--- config.mk ---
export PLATFORM = sky130hd
export DESIGN_NAME = div_seq_ctrl
export DESIGN_NICKNAME = d
export VERILOG_FILES = /design/src/rtl/div_pkg.sv /design/src/rtl/div_step.sv /design/src/rtl/div_seq_ctrl.sv
export SDC_FILE = /design/constraint.sdc
export NUM_CORES = 1
export LEC_CHECK = 0
export CAP_MARGIN = 20
export CORE_ASPECT_RATIO = 0.75
export CORE_MARGIN = 5
export CORE_UTILIZATION = 50
export CTS_CLUSTER_SIZE = 28
export DETAILED_ROUTE_END_ITERATION = 7
export PLACE_DENSITY = 0.76
export SETUP_SLACK_MARGIN = 0.3
export SYNTH_ARGS = -nofsm -noshare
export SYNTH_HDL_FRONTEND = slang
export SYNTH_SLANG_ARGS = --single-unit
--- constraint.sdc ---
create_clock -name clk -period 2.6 [get_ports clk]
set_input_delay 0.65 -clock clk [delete_from_list [all_inputs] [get_ports clk]]
set_output_delay 0.65 -clock clk [all_outputs]
set_load 0.005 [all_outputs]
--- src/rtl/div_pkg.sv ---
// Shared types and helpers for the sequential restoring divider.
package div_pkg;

    typedef enum logic [1:0] {
        IDLE = 2'd0,
        RUN  = 2'd1,
        DONE = 2'd2
    } div_state_e;

    localparam int DIV_WIDTH_DEFAULT = 8;

    // All-ones pattern of width w, for callers to truncate to their own operand width.
    function automatic logic [63:0] div_all_ones(input int w);
        return (w >= 64) ? {64{1'b1}} : ((64'd1 << w) - 64'd1);
    endfunction

endpackage

--- src/rtl/div_step.sv ---
// One restoring shift/subtract step on the {A,Qr} pair against divisor B.
module div_step #(
    parameter int WIDTH = 8
) (
    input  logic [WIDTH:0]   a,
    input  logic [WIDTH-1:0] qr,
    input  logic [WIDTH-1:0] b,
    output logic [WIDTH:0]   a_nxt,
    output logic [WIDTH-1:0] qr_nxt
);

    logic [WIDTH:0] shifted;
    logic [WIDTH:0] trial;

    // A stays below B, so its top bit is always zero and can be shifted out.
    assign shifted = {a[WIDTH-1:0], qr[WIDTH-1]};
    assign trial   = shifted - {1'b0, b};

    always_comb begin
        a_nxt  = shifted;
        qr_nxt = {qr[WIDTH-2:0], 1'b0};
        if (!trial[WIDTH]) begin
            a_nxt  = trial;
            qr_nxt = {qr[WIDTH-2:0], 1'b1};
        end
    end

endmodule

--- src/rtl/div_seq_ctrl.sv ---
// Multi-cycle unsigned restoring divider sequencer with valid/ready on both sides.
// Define DIV_BYZERO_EN to short-circuit a zero divisor straight to DONE with div_by_zero set.
module div_seq_ctrl
    import div_pkg::*;
#(
    parameter  int WIDTH = DIV_WIDTH_DEFAULT,
    localparam int CNT_W = $clog2(WIDTH) + 1
) (
    input  logic             clk,
    input  logic             rst,
    input  logic             in_valid,
    output logic             in_ready,
    input  logic [WIDTH-1:0] dividend,
    input  logic [WIDTH-1:0] divisor,
    output logic             out_valid,
    input  logic             out_ready,
    output logic [WIDTH-1:0] quotient,
    output logic [WIDTH-1:0] remainder,
    output logic             div_by_zero,
    output logic             busy
);

    div_state_e       state_q, state_d;
    logic [CNT_W-1:0] cnt_q;
    logic [WIDTH:0]   a_q, a_step;
    logic [WIDTH-1:0] qr_q, qr_step, b_q;
    logic [WIDTH-1:0] quotient_q, remainder_q;
    logic             out_valid_q;
    logic             accept, step, last_step, release_out, zero_div;

    div_step #(.WIDTH(WIDTH)) u_step (
        .a      (a_q),
        .qr     (qr_q),
        .b      (b_q),
        .a_nxt  (a_step),
        .qr_nxt (qr_step)
    );

`ifdef DIV_BYZERO_EN
    assign zero_div = (divisor == '0);
`else
    assign zero_div = 1'b0;
`endif

    // NOTE: every signal driven here gets a default first so no path can infer a latch.
    always_comb begin
        state_d     = state_q;
        accept      = 1'b0;
        step        = 1'b0;
        last_step   = 1'b0;
        release_out = 1'b0;
        case (state_q)
            IDLE: begin
                if (in_valid) begin
                    accept  = 1'b1;
                    state_d = zero_div ? DONE : RUN;
                end
            end
            RUN: begin
                step = 1'b1;
                if (cnt_q == CNT_W'(WIDTH - 1)) begin
                    last_step = 1'b1;
                    state_d   = DONE;
                end
            end
            DONE: begin
                if (out_ready) begin
                    release_out = 1'b1;
                    state_d     = IDLE;
                end
            end
            default: state_d = IDLE;
        endcase
    end

    // NOTE: state is updated with non-blocking assignments so every register samples pre-edge values.
    always_ff @(posedge clk) begin
        if (rst) state_q <= IDLE;
        else     state_q <= state_d;
    end

    always_ff @(posedge clk) begin
        if (rst) begin
            cnt_q       <= '0;
            a_q         <= '0;
            qr_q        <= '0;
            b_q         <= '0;
            quotient_q  <= '0;
            remainder_q <= '0;
            out_valid_q <= 1'b0;
        end else begin
            if (accept) begin
                b_q   <= divisor;
                a_q   <= '0;
                qr_q  <= dividend;
                cnt_q <= '0;
                if (zero_div) begin
                    quotient_q  <= WIDTH'(div_all_ones(WIDTH));
                    remainder_q <= dividend;
                    out_valid_q <= 1'b1;
                end
            end
            if (step) begin
                a_q   <= a_step;
                qr_q  <= qr_step;
                cnt_q <= cnt_q + 1'b1;
            end
            if (last_step) begin
                quotient_q  <= qr_step;
                remainder_q <= a_step[WIDTH-1:0];
                out_valid_q <= 1'b1;
            end
            if (release_out) out_valid_q <= 1'b0;
        end
    end

`ifdef DIV_BYZERO_EN
    logic dbz_q;

    always_ff @(posedge clk) begin
        if (rst)         dbz_q <= 1'b0;
        else if (accept) dbz_q <= zero_div;
    end

    assign div_by_zero = dbz_q;
`else
    assign div_by_zero = 1'b0;
`endif

    assign in_ready  = (state_q == IDLE);
    assign busy      = (state_q != IDLE);
    assign out_valid = out_valid_q;
    assign quotient  = quotient_q;
    assign remainder = remainder_q;

endmodule
==> reports/qor.txt, run 1 <==
# setup viols final = 0
DP Wirelength = 4045 um
Pwr Density = 766.9 nW/um^2
worst hold stages = 2
antenna violations before repair = 0
ant diodes = 0
Worst Min Path Start = quotient[6]
Post-Route WL = 5497 um
Reg2Reg Setup Slack = 0.35 ns
unrepaired setup endpoints after global routing = true
layout cells sized above 1 = 0.1028
Iteration-0 DRC Markers = 120
met1 Use GR = 0.2708
WS Path Type = flip-flop to flip-flop
Mean Syn Cell Area = 8.206 um^2
number of global-route vias before repair = 1962
Final min period = 2.252 ns
Syn Nets = 313
Slowest cell on crit path = fa_2
GRT Overall Usage = 0.1865
Synth top cells by count = nand2_1, dfxtp_1, a21oi_1
clock latency on the worst-skew pair = 0.31 ns
nets = 350
clock network fraction of design power = 0.221
Netlist cell types = 51
EDFF count, synth = 0
most instantiated library cell after synthesis = nand2_1
wire per inst = 14.54 um
RD Place Congestion = 0.8457
Area Growth Syn to Fin = 25.54%
switch share = 0.3652
cell count of the worst reg-to-reg path = 9
CTS Sinks = 47
DRC = 0
clk buf depth = 2
Worst-Margin Slew = 0.5857 ns
top cells by area, synth = dfxtp_1, nand2_1, a21oi_1, ha_1, nor2_1
Final Max Tran Viols = 0
crit share post-route = 0.8661
Final TNS setup = 0 ns
fmax = 0.4441 GHz
status = finished, final reports clean
#FFs+latches synth = 47
largest net degree at the start of global routing = 34
die width = 88.70 um
Hold WS = 0.4601 ns
worst hold path class = flip-flop to flip-flop
cell taking the most area after synthesis = dfxtp_1
dominant synthesized flop cell = dfxtp_1
Slew headroom = 0.6096
CTS tree = built
die area = 6122 um^2
routed vias/inst = 5.569
DRT Pass-1 Iters = 4
met2 Use GR = 0.2710
P_sw = 0.0008165 W
Reg clk slew, reported paths = 0.09 ns
Leak = 1.076 nW
vias after detailed routing = 2105
fraction of power consumed by sequential logic = 0.366
CP max stage delay = 0.38 ns
P_int = 0.001419 W
reg2reg start = qr_q[7]
CTS H-tree lvls = 2
# rows = 21
gr busiest metal = met2
Top-Level Pins = 40
antenna-violating nets left = 0
Die Y = 69.02 um
required time of the critical path = 2.79 ns
Initial Util = 0.5199
Overflow after GRT = 0
area share of the largest cell type after synthesis = 0.4052
Hold Crit Endpoint = quotient[6]
Post-Synthesis Cells = 283
root buffer cell = clkbuf_8
core box area = 4467 um^2
Clock Skews = 0.009170 ns
Fin. Hold Viols = 0
mapped cell area = 2322 um^2
combinational share of power = 0.413
Seq/Total Area, Yosys = 0.4052
Ys Warns = 0
first-pass GRT wire length = 9094 um
max-cap viol count = 0
Reg-to-Reg End = a_q[6]
CP startpoint kind = flip-flop
Arr. time, crit path = 2.44 ns
PortBufs = 38
crit-path cells = inv_2, ha_4, inv_2, fa_2, a211oi_4, o211a_4, o211a_4, mux2i_4, o21ai_1
met3 GRT Util = 0.04167
Async S/R FF share, synth = 0
CTS buffer count = 5
critical path endpoint category = flip-flop
Max rail drop VDD = 0.3764 mV
crit path max fanout = 8
[state kept, by name, indices dropped and copies added, names as in the netlist]
register / cells
cnt_q: 4
b_q: 8
out_valid: 1
quotient: 8
remainder: 8
qr_q: 8
state_q: 2
a_q: 8
[logic make-up after synthesis]
| kind of cell | share of synthesized area |
|---|---|
| XOR/XNOR | 0.01509 |
| AND/OR/NAND/NOR | 0.1983 |
| flip-flops | 0.4052 |
| buffers and inverters | 0.05065 |
| AO/OA/AOI/OAI | 0.2505 |
| multiplexers | 0.02155 |
| adder cells (fa/ha/maj) | 0.05711 |
| other | 0.001615 |
[metrics by stage]
stage	utilization	cell area (um^2)	instances	total power [W]	worst slack, ns
2_1_floorplan	-	2322	283	0.001466	0.3709
3_3_place_gp	0.6148	2746	369	0.001593	0.1739
3_5_place_dp	0.6148	2746	369	0.001613	0.07598
4_1_cts	0.6459	2885	377	0.002203	0.3016
5_1_grt	0.6527	2915	378	0.002344	0.2482
6_report	0.6527	2915	378	0.002236	0.3481
[layout by cell type, fill, tap and decap left out, drive strengths merged, types with 3 or more instances in the layout]
| master | netlist | routed |
|---|---|---|
| a211oi | 6 | 6 |
| a21oi | 29 | 29 |
| a311oi | 9 | 9 |
| and2 | 3 | 3 |
| buf | 3 | 6 |
| clkbuf | 11 | 7 |
| clkdlybuf4s50 | 0 | 38 |
| dfxtp | 47 | 47 |
| ha | 9 | 9 |
| inv | 14 | 14 |
| mux2i | 5 | 5 |
| nand2 | 63 | 63 |
| nand2b | 4 | 4 |
| nand3 | 3 | 3 |
| nor2 | 23 | 23 |
| nor2b | 3 | 3 |
| nor3 | 3 | 3 |
| o211a | 3 | 3 |
| o211ai | 4 | 4 |
| o21ai | 13 | 13 |
| xor2 | 3 | 3 |
[critical path, delay by kind of cell, from the launching register on]
| kind | cells | cell delay, ns |
|---|---|---|
| buf+inv | 2 | 0.11 |
| compound gates | 4 | 0.91 |
| flops | 1 | 0.34 |
| mux | 1 | 0.27 |
| fa+ha+maj | 2 | 0.51 |
[power groups by stage]
stage                     sequential [W]  combinational (W)  clock [W]
after floorplan                 0.000816           0.000651          0
after global placement          0.000831           0.000762          0
after detailed placement        0.000830           0.000782          0
after CTS                       0.000816           0.000886   0.000500
after global routing            0.000826           0.000994   0.000525
final                           0.000819           0.000923   0.000494
[worst max-delay path by stage]
stage / start / end / cells after the start
after floorplan: qr_q[7] / remainder[6] / 10
after global placement: qr_q[7] / remainder[6] / 9
after detailed placement: qr_q[7] / remainder[6] / 9
after CTS: qr_q[7] / remainder[6] / 9
after global routing: qr_q[7] / a_q[1] / 9
final: qr_q[7] / a_q[6] / 9
[layer usage]
layer / up-vias / wire, um
met4: 0 / 79
met1: 969 / 2750
met3: 8 / 331
met5: - / 0
li1: 1067 / -
met2: 61 / 2336
[what timing repair did]
action | CTS | global route
pin swaps | 3 | 8
buffers inserted | 0 | 1
cloned | 0 | 0
gates resized for setup | 7 | 8
hold buffers | 0 | 0
setup endpoints to repair | 11 | 12
[layout make-up]
cell class                      instances  area (um^2)
Fill cell                             395         1551
Multi-Input combinational cell        208         1319
Sequential cell                        47        943.4
Timing Repair Buffer                   44        425.4
Clock buffer                            7        96.34
Tap cell                               57        71.32
Inverter                               14        52.55
Clock inverter                          1        7.507
(Power assumes the default switching activity.)
==> run 2, diff against run 1 <==
Settings changed: CORE_ASPECT_RATIO 0.75 to 1.25.
==> reports/qor.txt, run 2 (synthesized netlist as in run 1, its figures left out) <==
CP max stage delay = 0.40 ns
Slew headroom = 0.6042
commonest non-fill, non-tap cell in the layout = nand2_1
Final Max Tran Viols = 0
required time of the critical path = 2.83 ns
setup slack after layout = 0.3488 ns
routed vias/inst = 5.574
antenna-violating nets left = 0
RD Place Congestion = 0.8593
crit-path cells = inv_2, ha_2, inv_1, fa_2, a211oi_4, buf_6, o211ai_4, o211a_4, mux2i_4, a211oi_2
DRC = 0
clk buf depth = 2
Reg-to-Reg End = remainder[6]
Tot Pwr = 0.002330 W
CTS Sinks = 47
Slowest cell on crit path = fa_2
WS Path Type = flip-flop to flip-flop
reg2reg start = qr_q[7]
crit share post-route = 0.8658
GRT Overall Usage = 0.1864
die area = 6116 um^2
Area Growth Syn to Fin = 26.13%
CTS H-tree lvls = 2
antenna violations before repair = 0
CP startpoint kind = flip-flop
die width = 70.96 um
Max rail drop VDD = 0.5304 mV
core box area = 4459 um^2
Pwr Density = 795.4 nW/um^2
Final min period = 2.251 ns
most frequent cells in the layout = nand2_1, dfxtp_1, clkdlybuf4s50_1
crit path max fanout = 8
critical path endpoint category = flip-flop
nets = 351
status = finished, final reports clean
PortBufs = 38
number of global-route vias before repair = 2045
# setup viols final = 0
Fin. Hold Viols = 0
cell count of the worst reg-to-reg path = 10
Post-Route WL = 5572 um
Hold Crit Endpoint = quotient[5]
layout cells sized above 1 = 0.09317
root buffer cell = clkbuf_8
CP delay by family, top = compound AO/OA/AOI/OAI gates
WP buf/inv = 3
Arr. time, crit path = 2.48 ns
unrepaired setup endpoints after global routing = false
Worst-Margin Slew = 0.5915 ns
Worst Min Path Start = quotient[5]
Top-Level Pins = 40
Hold WS = 0.4577 ns
fmax = 0.4442 GHz
Initial Util = 0.5208
max-cap viol count = 0
worst hold path class = flip-flop to flip-flop
ant diodes = 0
CTS buffer count = 5
DP Wirelength = 4153 um
Iteration-0 DRC Markers = 143
dpl ws = 0.09201 ns
DRT Pass-1 Iters = 4
worst hold stages = 2
# rows = 27
Die Y = 86.20 um
Reg clk slew, reported paths = 0.10 ns
Post-CTS Hold Fix Bufs = 0
largest net degree at the start of global routing = 21
Final TNS setup = 0 ns
Clock Skews = 0.006982 ns
clock latency on the worst-skew pair = 0.30 ns
Leak = 1.088 nW
wire per inst = 14.66 um
Overflow after GRT = 0
vias after detailed routing = 2118
Reg2Reg Setup Slack = 0.35 ns
first-pass GRT wire length = 9204 um
CTS tree = built
layout filler cell count = 397
run 2: stage by stage:
| step | utilization | std cells | area, um^2 |
|---|---|---|---|
| floorplan | - | 283 | 2322 |
| global placement | 0.6162 | 370 | 2748 |
| detailed placement | 0.6162 | 370 | 2748 |
| CTS | 0.6459 | 379 | 2880 |
| global route | 0.6568 | 380 | 2929 |
| finish | 0.6568 | 380 | 2929 |
run 2: cell type report:
cell class	count	area (um^2)	share of cell area
Sequential cell	47	942.2	0.3217
Inverter	14	52.55	0.01794
Multi-Input combinational cell	208	1310	0.4472
Tap cell	58	72.57	0.02478
Clock buffer	5	68.82	0.02349
Timing Repair Buffer	45	436.7	0.1491
Clock inverter	3	46.29	0.01581
run 2: how the worst max path moves through the flow:
stage | start | end | cells past startpoint | slack (ns)
finish | qr_q[7] | remainder[6] | 10 | 0.35
global route | qr_q[7] | remainder[6] | 10 | 0.30
CTS | qr_q[7] | remainder[5] | 9 | 0.35
detailed placement | qr_q[7] | remainder[6] | 9 | 0.09
global placement | qr_q[7] | remainder[6] | 9 | 0.18
floorplan | qr_q[7] | remainder[6] | 10 | 0.37
run 2: repair_timing:
item	4_1_cts	5_1_grt
buffers inserted	1	1
resized for setup	3	9
setup endpoints to repair	11	8
pin swaps	1	4
run 2: power by group:
group	switching (W)	internal (W)
registers	0.0000532	0.000769
clock network	0.000265	0.000290
logic	0.000525	0.000428
run 2: layer usage:
metal  vias to the layer above  track usage  share of wire
li1                       1072            -              -
met1                       979       0.2277           0.44
met2                        55       0.3181           0.50
met3                        12      0.03596          0.038
met4                         0      0.08034          0.027
met5                         -            0              0
run 2: worst min-delay path, cell delays in order (launching register included):
cell	delay [ns]
dfxtp_1	0.32
nand2_1	0.05
a21oi_1	0.05
